===== src/rtl/pillar_pkg.sv =====
// -----------------------------------------------------------------------------
// pillar_pkg
// Shared definitions for the multi-cycle Pillar core.
//   stage_e       : global stage encoding, shared by fetch_sequencer and decode
//   NOP_INSN      : instruction register contents after reset
//   CAUSE_*       : fault cause codes reported on fault_cause_o
//   is_misaligned : true when a PC is not 4-byte aligned
// -----------------------------------------------------------------------------
package pillar_pkg;

    typedef enum logic [2:0] {
        ST_FETCH     = 3'd0,
        ST_DECODE    = 3'd1,
        ST_EXECUTE   = 3'd2,
        ST_MEMORY    = 3'd3,
        ST_WRITEBACK = 3'd4,
        ST_TRAP      = 3'd7
    } stage_e;

    localparam logic [31:0] NOP_INSN = 32'h0000_0013;

    localparam logic [1:0] CAUSE_NONE       = 2'd0;
    localparam logic [1:0] CAUSE_FETCH_ERR  = 2'd1;
    localparam logic [1:0] CAUSE_MISALIGNED = 2'd2;

    function automatic logic is_misaligned(input logic [31:0] pc);
        return (pc[1:0] != 2'b00);
    endfunction

endpackage


===== src/rtl/fetch_sequencer.sv =====
// -----------------------------------------------------------------------------
// fetch_sequencer
// Owns the PC, fetches one 32-bit instruction over a valid/ack port into the
// instruction register, and steps the global stage counter
// FETCH -> DECODE -> EXECUTE -> MEMORY -> WRITEBACK (TRAP on fault).
// Ports:
//   clk, reset          : clock, synchronous active-high reset
//   imem_req_o/addr_o   : registered fetch request and its address (= pc_o)
//   imem_ack_i/rdata_i  : memory response and instruction word
//   imem_err_i          : bus error, qualified by imem_ack_i
//   stall_i             : hold DECODE..WRITEBACK
//   redirect_i/_pc_i    : taken branch target, sampled on WRITEBACK completion
//   stage_o, ir_o, pc_o : current stage, instruction register, PC
//   retire_o            : one-cycle pulse in the FETCH cycle after WRITEBACK
//   fault_o/cause_o     : sticky fault flag and cause
// -----------------------------------------------------------------------------
module fetch_sequencer
    import pillar_pkg::*;
#(
    parameter logic [31:0] RESET_PC = 32'h0000_0000
) (
    input  logic        clk,
    input  logic        reset,
    output logic        imem_req_o,
    output logic [31:0] imem_addr_o,
    input  logic        imem_ack_i,
    input  logic [31:0] imem_rdata_i,
    input  logic        imem_err_i,
    input  logic        stall_i,
    input  logic        redirect_i,
    input  logic [31:0] redirect_pc_i,
    output logic [2:0]  stage_o,
    output logic [31:0] ir_o,
    output logic [31:0] pc_o,
    output logic        retire_o,
    output logic        fault_o,
    output logic [1:0]  fault_cause_o
);

    stage_e      r_stage;
    logic [31:0] r_pc;
    logic [31:0] r_ir;
    logic        r_req;
    logic        r_retire;
    logic        r_fault;
    logic [1:0]  r_cause;

    stage_e      w_stage_next;
    logic [31:0] w_pc_next;
    logic [31:0] w_ir_next;
    logic        w_req_next;
    logic        w_retire_next;
    logic        w_fault_next;
    logic [1:0]  w_cause_next;

    logic [31:0] w_pc_seq;
    logic        w_redirect_bad;

    // Sequential PC wraps naturally at 32 bits.
    assign w_pc_seq       = r_pc + 32'd4;
    assign w_redirect_bad = redirect_i && is_misaligned(redirect_pc_i);

    // State register: stage FSM plus all datapath registers.
    always_ff @(posedge clk) begin
        if (reset) begin
            r_stage  <= ST_FETCH;
            r_pc     <= RESET_PC;
            r_ir     <= NOP_INSN;
            r_req    <= 1'b0;
            r_retire <= 1'b0;
            r_fault  <= 1'b0;
            r_cause  <= CAUSE_NONE;
        end else begin
            r_stage  <= w_stage_next;
            r_pc     <= w_pc_next;
            r_ir     <= w_ir_next;
            r_req    <= w_req_next;
            r_retire <= w_retire_next;
            r_fault  <= w_fault_next;
            r_cause  <= w_cause_next;
        end
    end

    // Next-state logic: stage sequencing, fetch handshake, PC-next mux.
    always_comb begin
        w_stage_next  = r_stage;
        w_pc_next     = r_pc;
        w_ir_next     = r_ir;
        w_req_next    = r_req;
        w_retire_next = 1'b0;
        w_fault_next  = r_fault;
        w_cause_next  = r_cause;

        case (r_stage)
            ST_FETCH: begin
                // An ack is only meaningful while our request is outstanding.
                if (!r_req) begin
                    w_req_next = 1'b1;
                end else if (imem_ack_i) begin
                    w_req_next = 1'b0;
                    if (imem_err_i) begin
                        w_stage_next = ST_TRAP;
                        w_fault_next = 1'b1;
                        w_cause_next = CAUSE_FETCH_ERR;
                    end else begin
                        w_ir_next    = imem_rdata_i;
                        w_stage_next = ST_DECODE;
                    end
                end else begin
                    w_req_next = 1'b1;
                end
            end
            ST_DECODE: begin
                if (!stall_i) begin
                    w_stage_next = ST_EXECUTE;
                end else begin
                    w_stage_next = ST_DECODE;
                end
            end
            ST_EXECUTE: begin
                if (!stall_i) begin
                    w_stage_next = ST_MEMORY;
                end else begin
                    w_stage_next = ST_EXECUTE;
                end
            end
            ST_MEMORY: begin
                if (!stall_i) begin
                    w_stage_next = ST_WRITEBACK;
                end else begin
                    w_stage_next = ST_MEMORY;
                end
            end
            ST_WRITEBACK: begin
                // Stall wins over redirect; redirect is resampled on completion.
                if (stall_i) begin
                    w_stage_next = ST_WRITEBACK;
                end else if (w_redirect_bad) begin
                    w_stage_next = ST_TRAP;
                    w_fault_next = 1'b1;
                    w_cause_next = CAUSE_MISALIGNED;
                end else begin
                    w_stage_next  = ST_FETCH;
                    w_retire_next = 1'b1;
                    w_pc_next     = redirect_i ? redirect_pc_i : w_pc_seq;
                end
            end
            ST_TRAP: begin
                w_req_next   = 1'b0;
                w_fault_next = 1'b1;
            end
            default: begin
                // Unused encodings are treated as a trap.
                w_stage_next = ST_TRAP;
                w_req_next   = 1'b0;
                w_fault_next = 1'b1;
            end
        endcase
    end

    assign imem_req_o    = r_req;
    assign imem_addr_o   = r_pc;
    assign stage_o       = r_stage;
    assign ir_o          = r_ir;
    assign pc_o          = r_pc;
    assign retire_o      = r_retire;
    assign fault_o       = r_fault;
    assign fault_cause_o = r_cause;

endmodule


===== config.mk =====
export PLATFORM = sky130hd
export DESIGN_NAME = fetch_sequencer
export DESIGN_NICKNAME = d
export VERILOG_FILES = /design/src/rtl/pillar_pkg.sv /design/src/rtl/fetch_sequencer.sv
export SDC_FILE = /design/constraint.sdc
export NUM_CORES = 1
export LEC_CHECK = 0
export ABC_AREA = 1
export CAP_MARGIN = 20
export CORE_MARGIN = 2
export CORE_UTILIZATION = 43
export DETAILED_ROUTE_END_ITERATION = 12
export GPL_TIMING_DRIVEN = 0
export PLACE_DENSITY = 0.92
export SLEW_MARGIN = 20
export SYNTH_ARGS = -nofsm -noshare
export SYNTH_HDL_FRONTEND = slang
export SYNTH_SLANG_ARGS = --single-unit

===== constraint.sdc =====
create_clock -name clk -period 1.9 [get_ports clk]
set_input_delay 0.38 -clock clk [delete_from_list [all_inputs] [get_ports clk]]
set_output_delay 0.38 -clock clk [all_outputs]
set_load 0.03 [all_outputs]

==> results.md, run 1 <==
* FP Rows at 35
* Pre-antenna DRT Iters at 5
* Data arrival, critical path at 1.49 ns
* Max Slew Vio Count at 0
* All-Layer GR Usage at between 20% and 30%
* H-tree levels at 3
* Iteration-0 DRC Markers at 308
* Critical path required time at 1.52 ns
* Largest delay contributor family on the critical path: buffers and inverters
* Final WS setup at between 0.03 and 0.04 ns
* Min Hold Slack at 0.327 ns
* Routability cong. at roughly 0.96
* Clock latency on the worst-skew pair at 0.35 ns
* Detailed placer's ending HPWL at 9860 µm
* Pwr Density at between 800 and 900 nW/µm²
* Sequential area share after synthesis at between 30% and 40%
* Worst Setup Start Kind: flop
* First-pass GRT wire length at 20800 µm
* Largest net degree at the start of global routing at 14
* RSZ-0062 raised after global routing: true
* Final std cells w/o fill at around 930
* Synth Instances at 633
* Vias per cell at approximately 5.1
* Netlist Area Pre-Place at 4050 µm²
* I/O Buffers at between 150 and 200
* Vias in the first global route at 4359
* Delay of the slowest cell on the worst path at 0.70 ns
* Vias at 4703
* Synthesized area per cell at 6.39 µm²
* Critical path capture point type: primary output
* CTS max path bufs at 2
* Clock skew at 0.00991 ns
* CTS tree: built
* Post-Syn Nets at roughly 700
* Max-cap viol count at 0
* Grt ovf at 0
* Root Driver: clkbuf_8
* Share of cells above drive strength 1 at between 10% and 20%
* Status: complete, no violations
* Slowest cell on crit path: clkdlybuf4s50_1
* Crit path kind: flop to primary output
* Worst Path Max Fanout at 6
* Min Clock Period, post-route at 1.87 ns
* Clk slew on worst S/H paths at 0.08 ns
* P_leak at about 2.9 nW
* I/O pins at 174
* Distinct cells, synth at 30
* Post-route clock period utilization at a little over nine tenths
* #FFs+latches synth at 72
* Final WL at ~13000 µm
* Hold Crit Class: input port to flop
* Drt drc at 0
* Final Hold Viols at 0
* Fmax at 0.536 GHz
* DR WL/cell at 13.9 µm
* Fill cells at 790
* Setup violators final at 0
* CTS buffer count at 9
* Fin nets at 886
* Post-DRT Antenna Nets at 0
* Max VDD drop at 0.566 mV
* Chip Height at 101 µm
* Place WS at -0.0994 ns
* Commonest non-fill, non-tap cell in the layout: nand2_1
* Total placed cells including tap cells at roughly 900
* N_diodes at 0
* Initial antenna violation count at 0
* Rel. slew slack at 58.9%
* Die area at between 10000 and 15000 µm²
* Commonest non-fill, non-tap cells in the layout: 177 x nand2_1, 128 x nor2_1, 109 x clkdlybuf4s50_1
* Die Wd at between 100 and 150 µm
* Placeable Area at 9200 µm²
* Cell-by-cell trace of the critical path: clkdlybuf4s50_1
* Synth Warn # at 0
* Initial core utilization at 44.0%
* Crit path buf inv count at 1
* Slew @ Worst Pin at 0.616 ns
* # clock sinks at roughly 70
* Area growth from synthesis to final layout at 50.5%
-- metrics by stage --
stage,utilization [%],power [mW],TNS [ns],cell area (µm²)
after detailed placement,64.1,3.96,-1.52,5900
after CTS,65.8,5.27,0,6050
after floorplan,-,3.15,0,4050
after global routing,66.3,5.54,-0.103,6090
after global placement,64.1,3.92,-1.25,5900
final,66.3,5.25,0,6090
-- kinds of logic (layout without fill, tap and decap cells) --
family | after synthesis | after routing | share of synthesized area, %
DFF | 72 | 72 | 35.6
AOI/OAI and AO/OA | 74 | 74 | 9.77
xor gates and xnor gates | 2 | 2 | 0.433
buffers and inverters | 96 | 283 | 13.7
adders and majority gates | 1 | 1 | 0.309
and+or+nand+nor | 388 | 388 | 40.2
-- state kept, by name, indices dropped and copies added (netlist names) --
register       cells
fault_cause_o      2
retire_o           1
fault_o            1
imem_req_o         1
ir_o              32
imem_addr_o       32
stage_o            3
-- layout make-up --
cell class	count	area (µm²)	area share, %
repair buffers	171	1680	27.5
flip-flops and latches	72	1440	23.7
inverters	40	155	2.55
plain buffers	56	399	6.55
clock inverters	6	92.6	1.52
clock buffers	10	128	2.09
well taps	111	139	2.28
multi-input cells	465	2060	33.8
-- worst paths after layout --
check / from / end / slack (ns) / cells after the start
worst max-delay path: imem_addr_o[14] / imem_addr_o[14] / 0.03 / 1
worst min register to register: fault_o / fault_o / 0.46 / 2
worst max register to register: imem_addr_o[2] / imem_addr_o[30] / 0.16 / 10
worst min-delay path: redirect_i / imem_addr_o[3] / 0.33 / 3
-- routing by layer --
layer / track usage, % / part of all wire, %
met5: 0 / 0
met4: 10.4 / 2.7
met1: 30.6 / 39
met2: 43.5 / 47
met3: 7.77 / 11
-- cells in the mapped netlist --
library cell / n / area share (%)
nor2_4: 5 / 1.4
nand4_1: 1 / 0.15
buf_4: 33 / 6.1
inv_1: 36 / 3.3
dfxtp_1: 72 / 36
nor2_1: 130 / 12
ha_1: 1 / 0.31
xor2_1: 2 / 0.43
nand3b_1: 2 / 0.37
o21ai_0: 41 / 5.1
a211oi_1: 1 / 0.19
nor3_1: 3 / 0.37
nand2_4: 1 / 0.28
a21oi_2: 3 / 0.65
nor2_2: 16 / 2.5
or2_2: 1 / 0.15
nand2_2: 1 / 0.15
inv_6: 1 / 0.22
o22ai_1: 1 / 0.15
nand3_1: 49 / 6.1
a21oi_1: 21 / 2.6
buf_6: 8 / 2.2
inv_2: 3 / 0.28
buf_1: 1 / 0.093
clkbuf_1: 10 / 0.93
nand2_1: 177 / 16
and2_1: 2 / 0.31
buf_2: 4 / 0.49
a31oi_1: 6 / 0.93
o21bai_1: 1 / 0.19
-- where the power goes --
part | switching, mW | internal [mW] | total (mW)
clock network | 0.624 | 0.747 | 1.37
logic | 1.19 | 0.798 | 1.98
registers | 0.181 | 1.72 | 1.90
total | 1.99 | 3.26 | 5.25
-- timing repair --
item,CTS,global route
hold buffers,0,0
pin swaps,0,1
buffers inserted,0,0
gates resized for setup,51,15
setup endpoints to repair,51,20
Power figures use the tool's default switching activity.
==> run 2: changes to the inputs <==
Settings changed: HOLD_SLACK_MARGIN from default to 0.05.
==> results of run 2 <==
Final layout, timing and power as in run 1 (identical DEF).
